File: src/rtl/mem_port_arbiter.sv
// Shares one memory port between instruction fetch and the LSU: round-robin grant,
// one outstanding transaction, fetch-kill on flush and a response timeout that reports a bus error.
module mem_port_arbiter #(
    parameter int ADDR_W  = 32,
    parameter int DATA_W  = 32,
    parameter int TIMEOUT = 255
) (
    input  logic                clk,
    input  logic                rst_n,
    input  logic                if_req_i,
    input  logic [ADDR_W-1:0]   if_addr_i,
    input  logic                if_flush_i,
    output logic                if_gnt_o,
    output logic                if_rvalid_o,
    output logic [DATA_W-1:0]   if_rdata_o,
    output logic                if_err_o,
    input  logic                lsu_req_i,
    input  logic [ADDR_W-1:0]   lsu_addr_i,
    input  logic                lsu_we_i,
    input  logic [DATA_W/8-1:0] lsu_be_i,
    input  logic [DATA_W-1:0]   lsu_wdata_i,
    output logic                lsu_gnt_o,
    output logic                lsu_rvalid_o,
    output logic [DATA_W-1:0]   lsu_rdata_o,
    output logic                lsu_err_o,
    output logic                mem_req_o,
    output logic [ADDR_W-1:0]   mem_addr_o,
    output logic                mem_we_o,
    output logic [DATA_W/8-1:0] mem_be_o,
    output logic [DATA_W-1:0]   mem_wdata_o,
    input  logic                mem_gnt_i,
    input  logic                mem_rvalid_i,
    input  logic [DATA_W-1:0]   mem_rdata_i,
    input  logic                mem_err_i,
    output logic                busy_o
);

    localparam int BE_W  = DATA_W / 8;
    localparam int TMR_W = (TIMEOUT > 1) ? $clog2(TIMEOUT) : 1;
    localparam logic [TMR_W-1:0] TMR_LAST = (TIMEOUT > 0) ? TMR_W'(TIMEOUT - 1) : '0;
    localparam logic [TMR_W-1:0] TMR_MAX  = '1;

    typedef enum logic [1:0] {
        S_IDLE = 2'd0,
        S_ADDR = 2'd1,
        S_RESP = 2'd2
    } state_e;

    typedef enum logic {
        OWN_IF  = 1'b0,
        OWN_LSU = 1'b1
    } owner_e;

    state_e              state_q;
    owner_e              owner_q;
    owner_e              last_q;
    logic                kill_q;
    logic [TMR_W-1:0]    timer_q;
    logic                mem_req_q;
    logic [ADDR_W-1:0]   mem_addr_q;
    logic                mem_we_q;
    logic [BE_W-1:0]     mem_be_q;
    logic [DATA_W-1:0]   mem_wdata_q;

    logic                lsu_wins;
    logic                grant_any;
    logic                timeout_hit;
    logic                addr_tmo;
    logic                resp_ok;
    logic                resp_tmo;
    logic                done;
    logic                done_err;
    logic [DATA_W-1:0]   done_data;
    logic                if_killed;
    logic                flush_own;

    // Round robin: the LSU takes a tie unless it was the previous winner.
    assign lsu_wins  = lsu_req_i && !(if_req_i && (last_q == OWN_LSU));
    // Grants are masked while reset is held so every output reads 0 during reset.
    assign grant_any = rst_n && (state_q == S_IDLE) && (if_req_i || lsu_req_i);
    assign if_gnt_o  = grant_any && !lsu_wins;
    assign lsu_gnt_o = grant_any && lsu_wins;

    assign timeout_hit = (TIMEOUT != 0) && (timer_q == TMR_LAST);
    assign addr_tmo    = (state_q == S_ADDR) && !mem_gnt_i && timeout_hit;
    assign resp_ok     = (state_q == S_RESP) && mem_rvalid_i;
    assign resp_tmo    = (state_q == S_RESP) && !mem_rvalid_i && timeout_hit;
    assign done        = resp_ok || addr_tmo || resp_tmo;
    assign done_err    = resp_ok ? mem_err_i : 1'b1;
    assign done_data   = resp_ok ? mem_rdata_i : '0;

    assign flush_own   = if_flush_i && (owner_q == OWN_IF);
    // A flush landing in the same cycle as the response kills that response too.
    assign if_killed   = kill_q || if_flush_i;

    assign if_rvalid_o  = done && (owner_q == OWN_IF) && !if_killed;
    assign if_rdata_o   = if_rvalid_o ? done_data : '0;
    assign if_err_o     = if_rvalid_o && done_err;
    assign lsu_rvalid_o = done && (owner_q == OWN_LSU);
    assign lsu_rdata_o  = lsu_rvalid_o ? done_data : '0;
    assign lsu_err_o    = lsu_rvalid_o && done_err;

    assign mem_req_o   = mem_req_q;
    assign mem_addr_o  = mem_addr_q;
    assign mem_we_o    = mem_we_q;
    assign mem_be_o    = mem_be_q;
    assign mem_wdata_o = mem_wdata_q;
    assign busy_o      = (state_q != S_IDLE);

    always_ff @(posedge clk or negedge rst_n) begin
        if (!rst_n) begin
            state_q     <= S_IDLE;
            owner_q     <= OWN_IF;
            last_q      <= OWN_IF;
            kill_q      <= 1'b0;
            timer_q     <= '0;
            mem_req_q   <= 1'b0;
            mem_addr_q  <= '0;
            mem_we_q    <= 1'b0;
            mem_be_q    <= '0;
            mem_wdata_q <= '0;
        end else begin
            case (state_q)
                S_IDLE: begin
                    if (grant_any) begin
                        state_q   <= S_ADDR;
                        owner_q   <= lsu_wins ? OWN_LSU : OWN_IF;
                        last_q    <= lsu_wins ? OWN_LSU : OWN_IF;
                        kill_q    <= !lsu_wins && if_flush_i;
                        timer_q   <= '0;
                        mem_req_q <= 1'b1;
                        if (lsu_wins) begin
                            mem_addr_q  <= lsu_addr_i;
                            mem_we_q    <= lsu_we_i;
                            mem_be_q    <= lsu_be_i;
                            mem_wdata_q <= lsu_wdata_i;
                        end else begin
                            mem_addr_q  <= if_addr_i;
                            mem_we_q    <= 1'b0;
                            mem_be_q    <= '1;
                            mem_wdata_q <= '0;
                        end
                    end
                end
                S_ADDR: begin
                    if (flush_own) kill_q <= 1'b1;
                    if (mem_gnt_i) begin
                        state_q   <= S_RESP;
                        mem_req_q <= 1'b0;
                        timer_q   <= '0;
                    end else if (addr_tmo) begin
                        state_q   <= S_IDLE;
                        mem_req_q <= 1'b0;
                    end else if (timer_q != TMR_MAX) begin
                        timer_q <= timer_q + 1'b1;
                    end
                end
                S_RESP: begin
                    if (flush_own) kill_q <= 1'b1;
                    if (done) begin
                        state_q <= S_IDLE;
                    end else if (timer_q != TMR_MAX) begin
                        timer_q <= timer_q + 1'b1;
                    end
                end
                default: begin
                    state_q   <= S_IDLE;
                    mem_req_q <= 1'b0;
                end
            endcase
        end
    end

endmodule

File: config.mk
export PLATFORM = sky130hd
export DESIGN_NAME = mem_port_arbiter
export DESIGN_NICKNAME = d
export VERILOG_FILES = /design/src/rtl/mem_port_arbiter.sv
export SDC_FILE = /design/constraint.sdc
export NUM_CORES = 1
export LEC_CHECK = 0
export BUFFER_PORTS_ARGS = -buffer_cell sky130_fd_sc_hd__buf_2
export CORE_AREA = 2 2 110 112
export DETAILED_ROUTE_END_ITERATION = 8
export DIE_AREA = 0 0 112 114
export HOLD_SLACK_MARGIN = 0.08
export PLACE_DENSITY = 0.82
export SLEW_MARGIN = 10
export SYNTH_ARGS = -nofsm -noshare
export SYNTH_HDL_FRONTEND = slang
export SYNTH_SLANG_ARGS = --single-unit
File: constraint.sdc
create_clock -name clk -period 4.45 [get_ports clk]
set_input_delay 0.2225 -clock clk [delete_from_list [all_inputs] [get_ports clk]]
set_output_delay 0.2225 -clock clk [all_outputs]
set_load 0.005 [all_outputs]
# Word-level counts from Yosys, hierarchy flattened
# Index checks and enable logic that the tools add are counted.
[totals]
register_bits = 82
input_bits = 141
output_inout_bits = 141
word_cells = 86
[op_classes]
addsub = 1
eq_ne = 10
n_mux = 27
n_bitwise = 2
reduce_logical = 37
[ops]
columns = ["op", "count"]
rows = [
  ["32-bit 2-to-1 mux", 5],
  ["8-bit 2-to-1 mux", 5],
  ["8-bit case mux with 3 select lines", 1],
  ["1-bit logical AND", 18],
  ["3-bit AND reduction", 3],
  ["8-bit by 1-bit adder with 8-bit output (second input constant)", 1],
  ["8-bit equality test (second input constant)", 1],
  ["1-bit 2-to-1 mux", 8],
  ["2-bit 2-to-1 mux", 4],
  ["8-bit inequality test (second input constant)", 1],
  ["2-bit inequality test (second input constant)", 3],
  ["3-bit inequality test (second input constant)", 2],
  ["2-bit case mux with 3 select lines", 1],
  ["1-bit logical NOT", 5],
  ["1-bit logical OR", 4],
  ["4-bit 2-to-1 mux", 1],
  ["4-bit AND reduction", 1],
  ["2-bit nonzero test", 2],
  ["1-bit case mux with 3 select lines", 1],
  ["3-bit nonzero test", 1],
  ["2-bit by 1-bit equality test with 1-bit output (second input constant)", 1],
  ["2-bit equality test (second input constant)", 1],
  ["2-bit logical NOT", 1],
  ["2-bit by 1-bit inequality test with 1-bit output (second input constant)", 1],
  ["4 further kinds", 5],
]

# Logic depth before layout (Yosys ltp)
[logic_depth]
depth_word = 8
ltp_mapped = 9
ltp_nobuf = 6

# Worst setup path before layout
# Ideal clock, no wire load.
[synth_timing]
kind = "reg-to-output"
start = "register state_q[0]"
end = "output port if_rdata_o[10]"
t_arrival_ps = 1507
required_ps = 4228
path_slack_ps = 2720
stages_incl_launch_ff = 8
path_buffers = 2
cell_sequence = "dfrtp_1 -> inv_1 -> ha_1 -> buf_2 -> nand2_1 -> nor2_2 -> clkbuf_2 -> and2_1"
[synth_via]
elab_chain_cells = 8
elab_cells_between_ends = 13
cone_classes = "2 x eq/ne; 2 x mux; 9 x reduce/logical"
[synth_lines]
columns = ["item", "line", "rtl"]
rows = [
  ["start: declaration", "54", "state_e state_q;"],
  ["start signal: assignment", "112", "state_q <= S_IDLE;"],
  ["start signal: assignment", "126", "state_q <= S_ADDR;"],
  ["start signal: assignment", "148", "state_q <= S_RESP;"],
  ["2-bit by 1-bit equality test with 1-bit output", "85", "assign addr_tmo = (state_q == S_ADDR) && !mem_gnt_i && timeout_hit;"],
  ["1-bit logical AND (2 in series)", "85", ""],
  ["1-bit logical OR (2 in series)", "88", "assign done = resp_ok || addr_tmo || resp_tmo;"],
  ["1-bit logical AND (2 in series)", "96", "assign if_rvalid_o = done && (owner_q == OWN_IF) && !if_killed;"],
  ["32-bit 2-to-1 mux *", "97", "assign if_rdata_o = if_rvalid_o ? done_data : '0;"],
  ["end: declaration", "15", "output logic [DATA_W-1:0] if_rdata_o,"],
]
# Mark *: on every way between the ends. The rest lies on a longest branch, timed or not.

# Final worst setup path
[layout_timing]
start = "register state_q[1]"
end = "output port if_gnt_o"
[layout_via]
elab_chain_cells = 4
[layout_lines]
columns = ["item", "line", "rtl"]
rows = [
  ["2-bit logical NOT", "80", "assign grant_any = rst_n && (state_q == S_IDLE) && (if_req_i || lsu_req_i);"],
  ["1-bit logical AND (2 in series)", "80", ""],
  ["1-bit logical AND", "81", "assign if_gnt_o = grant_any && !lsu_wins;"],
  ["end: declaration", "13", "output logic if_gnt_o,"],
]
# No other way between the ends.

==> metrics <==
status=finished clean; Max Fanout on Critical Path=68; Initial Utilization=34.5%; Rel. slew slack=45.7%; Fin. Hold Viols=0; number of flops mapped to enable cells by yosys=0; grt ovf=0; HPWL Detailed=9340 microns; Root Driver=clkbuf_16; synth warn=0; Worst EP required=4.23 ns; Synth cell types=46; Worst setup EP type=output pin; die width=112 microns; Fillers=1086; Die Y=114 microns; CTS HTree Levels=3; critical path class=register to output pin; Avg WL per Cell=15.5 microns; initial antenna violation count=2; GPL Wtd Cong=0.874; RSZ-0062 raised after global routing=false; Vias=3969; Sink Count=82; Most used DFF post-synth=dfrtp_1; # nets final=790; Setup violations, final=0; Net Count, Synth=521; R2R depth=8; synthesized area per cell=10.8 sq um; Longest Clk Path Bufs=2; Post-synth ARST share=100%; Final Skew=0.00543 ns; crit share post-route=71.8%; vias in the first global route=3763; kind of cell adding the most delay to the critical path=buffers and inverters; Min Hold Slack=0.109 ns; Routed Antenna Nets=0; Levels on crit path=7; largest net degree at the start of global routing=69; Pwr per Cell Area=548 mW/mm^2; first-pass GRT wire length=18900 microns; CTS Hold Bufs=1; Die ar.=0.0128 sq mm; via density per instance=4.99; Leak=3.34 nW; GRT Overall Usage=18.7%; Critical-path top delay cell=nor2_2; register area share after synthesis=50.8%; total core area=0.0117 sq mm; Max Fclk=0.313 GHz; most frequent CP cell=buf_4; Slew Limit Fails=0; Syn Inst Count=374; Tmin final=3.20 ns; FF+latch count, synth=82; Clock Pin Slew Worst Setup and Hold Paths=0.06 ns; Hold Path Stages=2; # Max-Cap Violations=0; worst path cell trace=inv_1 -> ha_1 -> o211ai_4 -> buf_4 -> nor2_2 -> buf_4 -> buf_2; placement row count=40; share of post-route cells with drive strength above 1=49.1%; port buffer count=281; Final Core Density=49.9%; fin cells=795; area grow syn2layout=44.5%; crit start category=register; 1st-iter DRT viols=370; # placed instances=778; total negative slack=0 ns; VDD IR-drop max=0.000260 V; final WL=12400 microns; 1st-pass router iterations=9; CTS tree=built; cts bufs inserted=9; Synth Cell Area=0.00404 sq mm; Post-CTS Resized=0; Worst EP arrival=2.97 ns; Worst-Skew Late Latency=0.33 ns; CP peak stage delay=0.71 ns; Worst-Margin Slew=0.814 ns; drt drc=0; Buf/Inv on CP=4; I/O pin count=282; Setup Fix Bufs, Post-CTS=0; Hold Crit Class=input port to register
==> cell families after synthesis <==
family                     share of synthesized area [%]
adders and majority gates                           1.86
buffers and inverters                               7.21
and+or+nand+nor                                     14.6
DFF                                                 50.8
muxes                                              0.526
AOI/OAI and AO/OA                                   25.0
==> flip-flops by register name, indices dropped and copies added, names as in the netlist <==
signal,cells
state_q,2
mem_be_o,4
mem_req_o,1
kill_q,1
last_q,1
mem_addr_o,32
mem_wdata_o,32
mem_we_o,1
timer_q,8
==> synthesized netlist by cell type, drive strengths merged, types with 3 or more instances <==
| cell | count | share of area, % |
|---|---|---|
| a21oi | 11 | 1.9 |
| a222oi | 32 | 7.9 |
| a22o | 34 | 7.4 |
| a31o | 3 | 0.65 |
| a31oi | 6 | 0.93 |
| and2 | 65 | 10 |
| and3 | 4 | 0.62 |
| buf | 17 | 2.3 |
| clkbuf | 11 | 1.1 |
| dfrtp | 82 | 51 |
| ha | 6 | 1.9 |
| inv | 41 | 3.8 |
| nand2 | 10 | 0.93 |
| nand3 | 5 | 0.74 |
| nand4 | 3 | 0.46 |
| nor2 | 6 | 0.68 |
| o211ai | 3 | 1.0 |
| o21ai | 9 | 1.1 |
| o22a | 4 | 0.87 |
==> final timing paths <==
path | from | to | slack [ns]
max reg2reg | state_q[1] | mem_addr_o[20] | 1.66
max | state_q[1] | if_gnt_o | 1.25
min in group asynchronous | rst_n | mem_addr_o[9] | 0.40
min | lsu_wdata_i[6] | mem_wdata_o[6] | 0.11
min reg2reg | mem_addr_o[25] | mem_addr_o[25] | 0.49
max in group asynchronous | rst_n | mem_wdata_o[3] | 3.01
==> cells in the final DEF, fill, tap and decap left out, types with 2 or more instances in the layout <==
cell type	Yosys	routed
buf_2	14	280
dfrtp_1	82	82
and2_1	65	65
inv_1	40	40
a22o_1	34	34
a222oi_1	32	32
nand2_1	10	10
clkbuf_16	0	9
o21ai_0	8	8
a31oi_1	6	6
a21oi_2	6	6
ha_1	6	6
a21oi_1	5	5
buf_4	3	5
nand3_1	4	4
nor2_1	4	4
and3_1	4	4
o22a_1	4	4
nand4_1	3	3
a31o_2	3	3
nor2b_1	2	2
nor2_2	2	2
and4_1	2	2
o211ai_4	1	2
nor3_1	2	2
o211a_1	2	2
clkinv_2	0	2
clkinvlp_4	0	2
==> area by class of cell <==
class                      count  area (sq um)  area share (%)
antenna                        1          2.50          0.0428
clock buffer                  10           239            4.09
clock inverter                 5          55.1           0.942
inverter                      41           154            2.63
multi-input combinational    223          1710            29.2
sequential                    82          2050            35.1
tap                          147           184            3.15
timing repair buffer         286          1450            24.8
==> power by group <==
part           total [W]  internal [W]  switching (W)
Clock           0.000727      0.000445       0.000282
Combinational    0.00122      0.000607       0.000608
Sequential       0.00126       0.00106       0.000197
Total            0.00320       0.00212        0.00109
==> metrics by stage <==
stage	cell area, sq um	setup slack, ns	power (W)
after floorplan	4040	2.72	0.00195
after global placement	5540	1.62	0.00246
after detailed placement	5540	1.53	0.00249
after CTS	5840	1.18	0.00324
after global routing	5840	1.03	0.00344
final	5840	1.25	0.00320
==> metal layers <==
layer	vias up	share of wire [%]	track usage [%]
met4	2	1.7	6.26
li1	1903	-	-
met2	213	53	34.3
met1	1839	38	21.6
met3	12	7.2	4.14
met5	-	0.089	0
Power figures use the tool's default switching activity.
